===== src/rtl/time_keeper_pkg.sv =====
`default_nettype none
// ============================================================================
// Module      : time_keeper_pkg
// Description : Shared constants, format encoding and hour-conversion helper
//               for the time_keeper block.
//               Items: CLK_HZ_DEFAULT, SEC_MAX, MIN_MAX, H24_MAX, H12_MAX,
//               fmt_e (FMT_24H / FMT_12H), hour_t, conv_hour().
// Revision    : 1.0 - initial release
// ============================================================================
package time_keeper_pkg;

    localparam int unsigned CLK_HZ_DEFAULT = 100_000_000;

    localparam logic [7:0] SEC_MAX = 8'd59;
    localparam logic [7:0] MIN_MAX = 8'd59;
    localparam logic [7:0] H24_MAX = 8'd23;
    localparam logic [7:0] H12_MAX = 8'd12;

    typedef enum logic {
        FMT_24H = 1'b0,
        FMT_12H = 1'b1
    } fmt_e;

    typedef struct packed {
        logic [7:0] hour;
        logic       pm;
    } hour_t;

    // Re-express a held hour in the target format. The pm input is only
    // meaningful when converting from 12h; 24h results always carry pm=0.
    function automatic hour_t conv_hour(input logic [7:0] h,
                                        input logic       pm,
                                        input fmt_e       to_fmt);
        hour_t res;
        res.hour = h;
        res.pm   = 1'b0;
        if (to_fmt == FMT_12H) begin
            if (h == 8'd0) begin
                res.hour = H12_MAX;
            end else if (h == H12_MAX) begin
                res.pm = 1'b1;
            end else if (h > H12_MAX) begin
                res.hour = h - H12_MAX;
                res.pm   = 1'b1;
            end
        end else begin
            if (h == H12_MAX) begin
                res.hour = pm ? H12_MAX : 8'd0;
            end else begin
                res.hour = pm ? (h + H12_MAX) : h;
            end
        end
        return res;
    endfunction

endpackage
`default_nettype wire


===== src/rtl/time_keeper_if.sv =====
`default_nettype none
// ============================================================================
// Module      : time_keeper_if
// Description : Bundle between the time-setting stage and the running clock.
//               Set side : HC, MC, SC (8b), AmPm, format, load, run
//               Run side : H, M, S (8b), ampm, sec_pulse
//               master = set-stage/driver view, slave = time_keeper view.
// Revision    : 1.0 - initial release
// ============================================================================
interface time_keeper_if;
    logic [7:0] HC;
    logic [7:0] MC;
    logic [7:0] SC;
    logic       AmPm;
    logic       format;
    logic       load;
    logic       run;
    logic [7:0] H;
    logic [7:0] M;
    logic [7:0] S;
    logic       ampm;
    logic       sec_pulse;

    modport master (
        output HC, MC, SC, AmPm, format, load, run,
        input  H, M, S, ampm, sec_pulse
    );

    modport slave (
        input  HC, MC, SC, AmPm, format, load, run,
        output H, M, S, ampm, sec_pulse
    );
endinterface
`default_nettype wire


===== src/rtl/time_keeper_tick_gen.sv =====
`default_nettype none
// ============================================================================
// Module      : tick_gen
// Description : One-second prescaler. Counts 0..CLK_HZ-1 while run is high,
//               holds while run is low, clears on clear.
//               Ports: clk, reset (async, active-low), run, clear,
//                      tick (high in the cycle whose edge wraps the counter).
// Revision    : 1.0 - initial release
// ============================================================================
module tick_gen #(
    parameter int unsigned CLK_HZ = 100_000_000
) (
    input  wire logic clk,
    input  wire logic reset,
    input  wire logic run,
    input  wire logic clear,
    output logic      tick
);

    localparam int unsigned CNT_W = (CLK_HZ > 1) ? $clog2(CLK_HZ) : 1;
    localparam logic [CNT_W-1:0] c_CNT_LAST = CNT_W'(CLK_HZ - 1);

    logic [CNT_W-1:0] r_cnt;

    // Combinational so the owner can register the pulse and the time
    // advance on the very edge that wraps the counter.
    assign tick = run && !clear && (r_cnt == c_CNT_LAST);

    always_ff @(posedge clk or negedge reset) begin
        if (!reset) begin
            r_cnt <= '0;
        end else if (clear) begin
            r_cnt <= '0;
        end else if (run) begin
            r_cnt <= (r_cnt == c_CNT_LAST) ? '0 : r_cnt + CNT_W'(1);
        end
    end

endmodule
`default_nettype wire


===== src/rtl/time_keeper.sv =====
`default_nettype none
// ============================================================================
// Module      : time_keeper
// Description : Running hh:mm:ss clock with 12h/24h format, load with input
//               validation, live format conversion and a per-second pulse.
//               Ports: clk, reset (async, active-low),
//                      bus (time_keeper_if.slave: HC/MC/SC/AmPm/format/load/
//                      run in, H/M/S/ampm/sec_pulse out, all registered).
// Revision    : 1.0 - initial release
// ============================================================================
module time_keeper
    import time_keeper_pkg::*;
#(
    parameter int unsigned CLK_HZ = CLK_HZ_DEFAULT
) (
    input  wire logic     clk,
    input  wire logic     reset,
    time_keeper_if.slave  bus
);

    logic [7:0] r_h, r_m, r_s;
    logic       r_ampm;
    logic       r_pulse;
    logic       r_fmt;
    logic       r_pending;   // second owed from a wrap eaten by a format edge

    logic       w_wrap;
    logic       w_fmt_change;
    logic [7:0] w_ld_h, w_ld_m, w_ld_s;
    logic       w_ld_ampm;
    hour_t      w_cv;
    logic [7:0] w_adv_h, w_adv_m, w_adv_s;
    logic       w_adv_ampm;

    tick_gen #(
        .CLK_HZ (CLK_HZ)
    ) u_tick_gen (
        .clk   (clk),
        .reset (reset),
        .run   (bus.run),
        .clear (bus.load),
        .tick  (w_wrap)
    );

    assign w_fmt_change = (bus.format != r_fmt);

    // Load validation always uses the incoming format, so a load on a
    // format edge needs no separate conversion.
    always_comb begin
        w_ld_m    = (bus.MC > MIN_MAX) ? 8'd0 : bus.MC;
        w_ld_s    = (bus.SC > SEC_MAX) ? 8'd0 : bus.SC;
        w_ld_h    = bus.HC;
        w_ld_ampm = 1'b0;
        if (bus.format == FMT_12H) begin
            if ((bus.HC == 8'd0) || (bus.HC > H12_MAX)) begin
                w_ld_h = H12_MAX;
            end
            w_ld_ampm = bus.AmPm;
        end else if (bus.HC > H24_MAX) begin
            w_ld_h = 8'd0;
        end
    end

    assign w_cv = conv_hour(r_h, r_ampm, fmt_e'(bus.format));

    // One-second advance with carry, in the currently registered format.
    always_comb begin
        w_adv_s    = r_s + 8'd1;
        w_adv_m    = r_m;
        w_adv_h    = r_h;
        w_adv_ampm = r_ampm;
        if (r_s >= SEC_MAX) begin
            w_adv_s = 8'd0;
            if (r_m >= MIN_MAX) begin
                w_adv_m = 8'd0;
                if (r_fmt == FMT_12H) begin
                    if (r_h >= H12_MAX) begin
                        w_adv_h = 8'd1;
                    end else begin
                        w_adv_h = r_h + 8'd1;
                        // 11 -> 12 is where the meridiem flips
                        if (r_h == (H12_MAX - 8'd1)) begin
                            w_adv_ampm = ~r_ampm;
                        end
                    end
                end else begin
                    w_adv_h    = (r_h >= H24_MAX) ? 8'd0 : r_h + 8'd1;
                    w_adv_ampm = 1'b0;
                end
            end else begin
                w_adv_m = r_m + 8'd1;
            end
        end
    end

    always_ff @(posedge clk or negedge reset) begin
        if (!reset) begin
            r_h       <= 8'd0;
            r_m       <= 8'd0;
            r_s       <= 8'd0;
            r_ampm    <= 1'b0;
            r_pulse   <= 1'b0;
            r_fmt     <= FMT_24H;
            r_pending <= 1'b0;
        end else begin
            r_pulse <= 1'b0;
            if (bus.load) begin
                r_h       <= w_ld_h;
                r_m       <= w_ld_m;
                r_s       <= w_ld_s;
                r_ampm    <= w_ld_ampm;
                r_fmt     <= bus.format;
                r_pending <= 1'b0;
            end else if (w_fmt_change) begin
                r_h       <= w_cv.hour;
                r_ampm    <= w_cv.pm;
                r_fmt     <= bus.format;
                r_pulse   <= w_wrap;
                r_pending <= r_pending | w_wrap;
            end else if (w_wrap || r_pending) begin
                r_h       <= w_adv_h;
                r_m       <= w_adv_m;
                r_s       <= w_adv_s;
                r_ampm    <= w_adv_ampm;
                r_pulse   <= w_wrap;
                // both owed and fresh second: apply one now, keep one owed
                r_pending <= w_wrap & r_pending;
            end
        end
    end

    assign bus.H         = r_h;
    assign bus.M         = r_m;
    assign bus.S         = r_s;
    assign bus.ampm      = r_ampm;
    assign bus.sec_pulse = r_pulse;

endmodule
`default_nettype wire


===== src/flat_wrapper.sv =====
// flat-port wrapper written by rule: the top's interface ports become plain ports
module time_keeper_flat import time_keeper_pkg::*;
#(
    parameter int unsigned CLK_HZ = CLK_HZ_DEFAULT
)
  (clk, reset, bus_HC, bus_MC, bus_SC, bus_AmPm, bus_format, bus_load, bus_run, bus_H, bus_M, bus_S, bus_ampm, bus_sec_pulse);
  time_keeper_if bus_i ();
  input  wire logic clk;
  input  wire logic reset;
  input wire logic [$bits(bus_i.HC)-1:0] bus_HC;
  input wire logic [$bits(bus_i.MC)-1:0] bus_MC;
  input wire logic [$bits(bus_i.SC)-1:0] bus_SC;
  input wire logic [$bits(bus_i.AmPm)-1:0] bus_AmPm;
  input wire logic [$bits(bus_i.format)-1:0] bus_format;
  input wire logic [$bits(bus_i.load)-1:0] bus_load;
  input wire logic [$bits(bus_i.run)-1:0] bus_run;
  output wire logic [$bits(bus_i.H)-1:0] bus_H;
  output wire logic [$bits(bus_i.M)-1:0] bus_M;
  output wire logic [$bits(bus_i.S)-1:0] bus_S;
  output wire logic [$bits(bus_i.ampm)-1:0] bus_ampm;
  output wire logic [$bits(bus_i.sec_pulse)-1:0] bus_sec_pulse;
  assign bus_i.HC = bus_HC;
  assign bus_i.MC = bus_MC;
  assign bus_i.SC = bus_SC;
  assign bus_i.AmPm = bus_AmPm;
  assign bus_i.format = bus_format;
  assign bus_i.load = bus_load;
  assign bus_i.run = bus_run;
  assign bus_H = bus_i.H;
  assign bus_M = bus_i.M;
  assign bus_S = bus_i.S;
  assign bus_ampm = bus_i.ampm;
  assign bus_sec_pulse = bus_i.sec_pulse;
  time_keeper #(.CLK_HZ(CLK_HZ)) u_core (.clk(clk), .reset(reset), .bus(bus_i));
endmodule

===== config.mk =====
export PLATFORM = sky130hd
export DESIGN_NAME = time_keeper_flat
export DESIGN_NICKNAME = d
export VERILOG_FILES = /design/src/rtl/time_keeper_pkg.sv /design/src/rtl/time_keeper_if.sv /design/src/rtl/time_keeper_tick_gen.sv /design/src/rtl/time_keeper.sv /design/src/flat_wrapper.sv
export SDC_FILE = /design/constraint.sdc
export NUM_CORES = 1
export LEC_CHECK = 0
export BUFFER_PORTS_ARGS = -buffer_cell sky130_fd_sc_hd__buf_2
export CORE_MARGIN = 2
export CORE_UTILIZATION = 52
export DETAILED_ROUTE_END_ITERATION = 10
export MAX_ROUTING_LAYER = met4
export PLACE_DENSITY = 0.77
export SYNTH_ARGS = -nofsm -noshare
export SYNTH_HDL_FRONTEND = slang
export SYNTH_SLANG_ARGS = --single-unit

===== constraint.sdc =====
create_clock -name clk -period 2.5 [get_ports clk]
set_clock_uncertainty 0.2 [all_clocks]
set_input_delay 0.5 -clock clk [delete_from_list [all_inputs] [get_ports clk]]
set_output_delay 0.5 -clock clk [all_outputs]
set_load 0.05 [all_outputs]

==> flow_summary.yaml <==
final_layout:
  final_nets: 578
  area_growth_pct: 27.9
  final_layout_size_suffix_gt1_frac: 0.300
  diodes: 0
timing:
  worst_pin_slew_ps: 473
  hold_viol_final: 0
  hold_ws_ps: 275
  fin_ws_ps: 5.32
  finalMaxSlewViolations: 0
  setup_violations: 0
  slew_headroom: 0.685
  fin_crit_ps: 2490
  rsz0062_at_grt: "true"
  max_freq_ghz: 0.401
  period_share: 0.998
drt:
  viasPerCell: 6.05
  via_count: 3828
  wl_mm: 9.94
  post-route-drc-count: 0
  drt_iter0_markers: 207
  wl_per_cell_microns: 15.7
  firstDrtPassIters: 5
  final_antenna_net_count: 0
cts:
  numCtsBuffers: 5
  path_clk_slew_ps: 110
  cts_tree: "yes"
  htreeDepth: 2
  cts-root-buf: "clkbuf_8"
  worstSkewPairLatency_ps: 320
  clockBufferDepth: 2
  clock-sinks: 55
synthesis:
  syn-num-nets: 480
  async_flop_share: 1.00
  synth_area_sq_um: 3640
  synth-main-ff-cell: "dfrtp_1"
  synth_area_leaders: "dfrtp_1 (38%), o21ai_0 (8.2%), a21oi_1 (4.1%)"
  yosysUniqueCellTypes: 62
  synthCells: 438
  seq_area_frac_synth: 0.378
  synthDominantCellAreaShare: 0.378
  synth_seq_cells: 55
  syn_avg_cell_area_sq_um: 8.32
  yosys_warnings: 0
  synth_area_leader_cell: "dfrtp_1"
  synth-edff-count: 0
power:
  power.leakage_nw: 2.10
  ir_drop_uv: 328
  p_per_area_nw_per_um2: 707
worst_setup_path:
  end_kind: "register"
  start_kind: "register"
  max_stage_delay_ps: 480
  worstSetupPathType: "register to register"
  cp.arrival_ps: 2570
  crit_fanout: 7
  slowest_stage: "or4_4"
  critPathRequiredTime_ps: 2570
  crit_chain: "nor4_2, nand4_1, or4_4, a211o_4, nor4_4, o32a_2"
floorplanning:
  die_area_sq_um: 7690
  start_util: 0.536
  top_level_ports: 56
  die_h_microns: 87.7
  fp.coreArea_sq_um: 6790
  row_count: 30
  die_w_microns: 87.7
global_routing:
  grt_max_degree: 27
  gr-total-overflow: 0
  antenna_found_initial: 0
  grt.total_usage: 0.278
  grt_pass1_vias: 3565
  grt_pass1_wl_mm: 16.7
place:
  hpwl_mm: 7.38
  routabilityCongestion: 0.937
  portBuffers: 55
  dpl_worst_slack_ps: -39.2
status:
  status: "finished, final reports clean"
run:
  drv_cap: 0
min_path:
  hold_path.class: "primary input to register"
## cell type report
class | instances | area [sq um]
inverter | 17 | 66.3
fill | 540 | 2130
timing repair buffer | 114 | 724
multi-input combinational | 343 | 2270
tap | 96 | 120
clock inverter | 3 | 27.5
clock buffer | 5 | 68.8
sequential | 55 | 1390
## final timing paths
path | startpoint | to | slack, ps | cells after the start
min in group asynchronous | reset | u_core.bus.H[4] | 410 | 2
worst max register to register | u_core.u_tick_gen.r_cnt[11] | u_core.bus.H[6] | 5 | 6
worst max-delay path | u_core.u_tick_gen.r_cnt[11] | u_core.bus.H[6] | 5 | 6
worst min register to register | u_core.u_tick_gen.r_cnt[6] | u_core.u_tick_gen.r_cnt[6] | 280 | 1
worst min-delay path | bus_SC[5] | u_core.bus.S[5] | 280 | 3
max in group asynchronous | reset | u_core.bus.M[5] | 1020 | 3
## repair_timing
| item | in CTS | in global routing |
|---|---|---|
| gates cloned | 0 | 0 |
| hold buffers | 1 | 0 |
| setup buffers | 0 | 1 |
| pin swaps | 1 | 4 |
| resized for setup | 6 | 16 |
| hold endpoints to repair | 13 | 0 |
| setup endpoints to repair | 7 | 19 |
## cell usage after synthesis (all sizes together) (4+ instances only)
master  count
a21oi      30
a22oi       5
a31oi       9
and2       13
and3        7
and4        7
buf         5
clkbuf     18
dfrtp      55
ha         12
inv        17
nand2      36
nand3      16
nand4      10
nor2       36
nor2b      10
nor3       10
nor4        6
o21ai      60
o22ai       4
o31ai      10
o32ai       5
or3         5
## flip-flops by register name (all words and copies together), names as in the netlist
register	flops
u_core.bus.S	8
u_core.bus.sec_pulse	1
u_core.u_tick_gen.r_cnt	27
u_core.bus.H	8
u_core.r_pending	1
u_core.bus.ampm	1
u_core.bus.M	8
u_core.r_fmt	1
## logic make-up (layout without fill, tap and decap cells)
family	count (synthesis)	count (layout)	share of synthesized area
flip-flops	55	55	0.378
adder cells (fa/ha/maj)	13	13	0.0440
buffers and inverters	40	139	0.0443
AO/OA/AOI/OAI	158	158	0.276
AND/OR/NAND/NOR	165	165	0.240
multiplexers	4	4	0.0113
XOR/XNOR	3	3	0.00721
## per-stage QoR
stage | instance area [sq um] | instances | total power, mW | util | setup TNS (ps)
final | 4660 | 633 | 3.30 | 0.686 | 0
after global routing | 4660 | 633 | 3.49 | 0.686 | -419
after CTS | 4590 | 632 | 3.22 | 0.675 | 0
after detailed placement | 4450 | 623 | 2.67 | 0.656 | -157
after global placement | 4450 | 623 | 2.64 | 0.656 | -27.2
after floorplan | 3770 | 438 | 2.22 | - | -92.3
## cells in the final DEF, fill, tap and decap left out, types with 3 or more instances in the layout
cell type and count:
o21ai_1 6, o22ai_1 4, a311oi_1 3, nand3_1 15, or3_1 4, inv_1 16, and3_1 7, o21ai_0 53
buf_2 55, o31ai_1 9, clkbuf_8 5, ha_1 10, dfrtp_2 8, nor3_1 9, a31oi_1 8, xor2_1 3
nand4_1 9, nor2_1 34, buf_4 57, and2_1 12, and4_1 5, a22oi_1 5, a21oi_1 30, nor2b_1 10
mux2i_1 3, o32ai_1 4, nor4_1 3, o211ai_1 3, dfrtp_1 47, nand2_1 36
## report_power, final
| group | internal, mW | switching [mW] | leakage (nW) |
|---|---|---|---|
| Combinational | 0.581 | 1.07 | 1.31 |
| Clock | 0.209 | 0.336 | 0.0467 |
| Sequential | 0.983 | 0.116 | 0.738 |
| Total | 1.77 | 1.52 | 2.10 |
## worst max-delay path, delay by kind of cell, from the launching register on
kind | cells | cell delay [ps]
simple gates | 4 | 1260
compound gates | 2 | 580
flops | 1 | 410
## per-layer routing
metal / vias to the layer above / share of wire / global-route usage
met5: - / 0 / -
met3: 12 / 0.043 / 0.0415
li1: 1841 / - / -
met1: 1871 / 0.44 / 0.373
met2: 104 / 0.50 / 0.437
met4: 0 / 0.011 / 0.0853
Note: power is estimated with default switching activity, not from simulation.
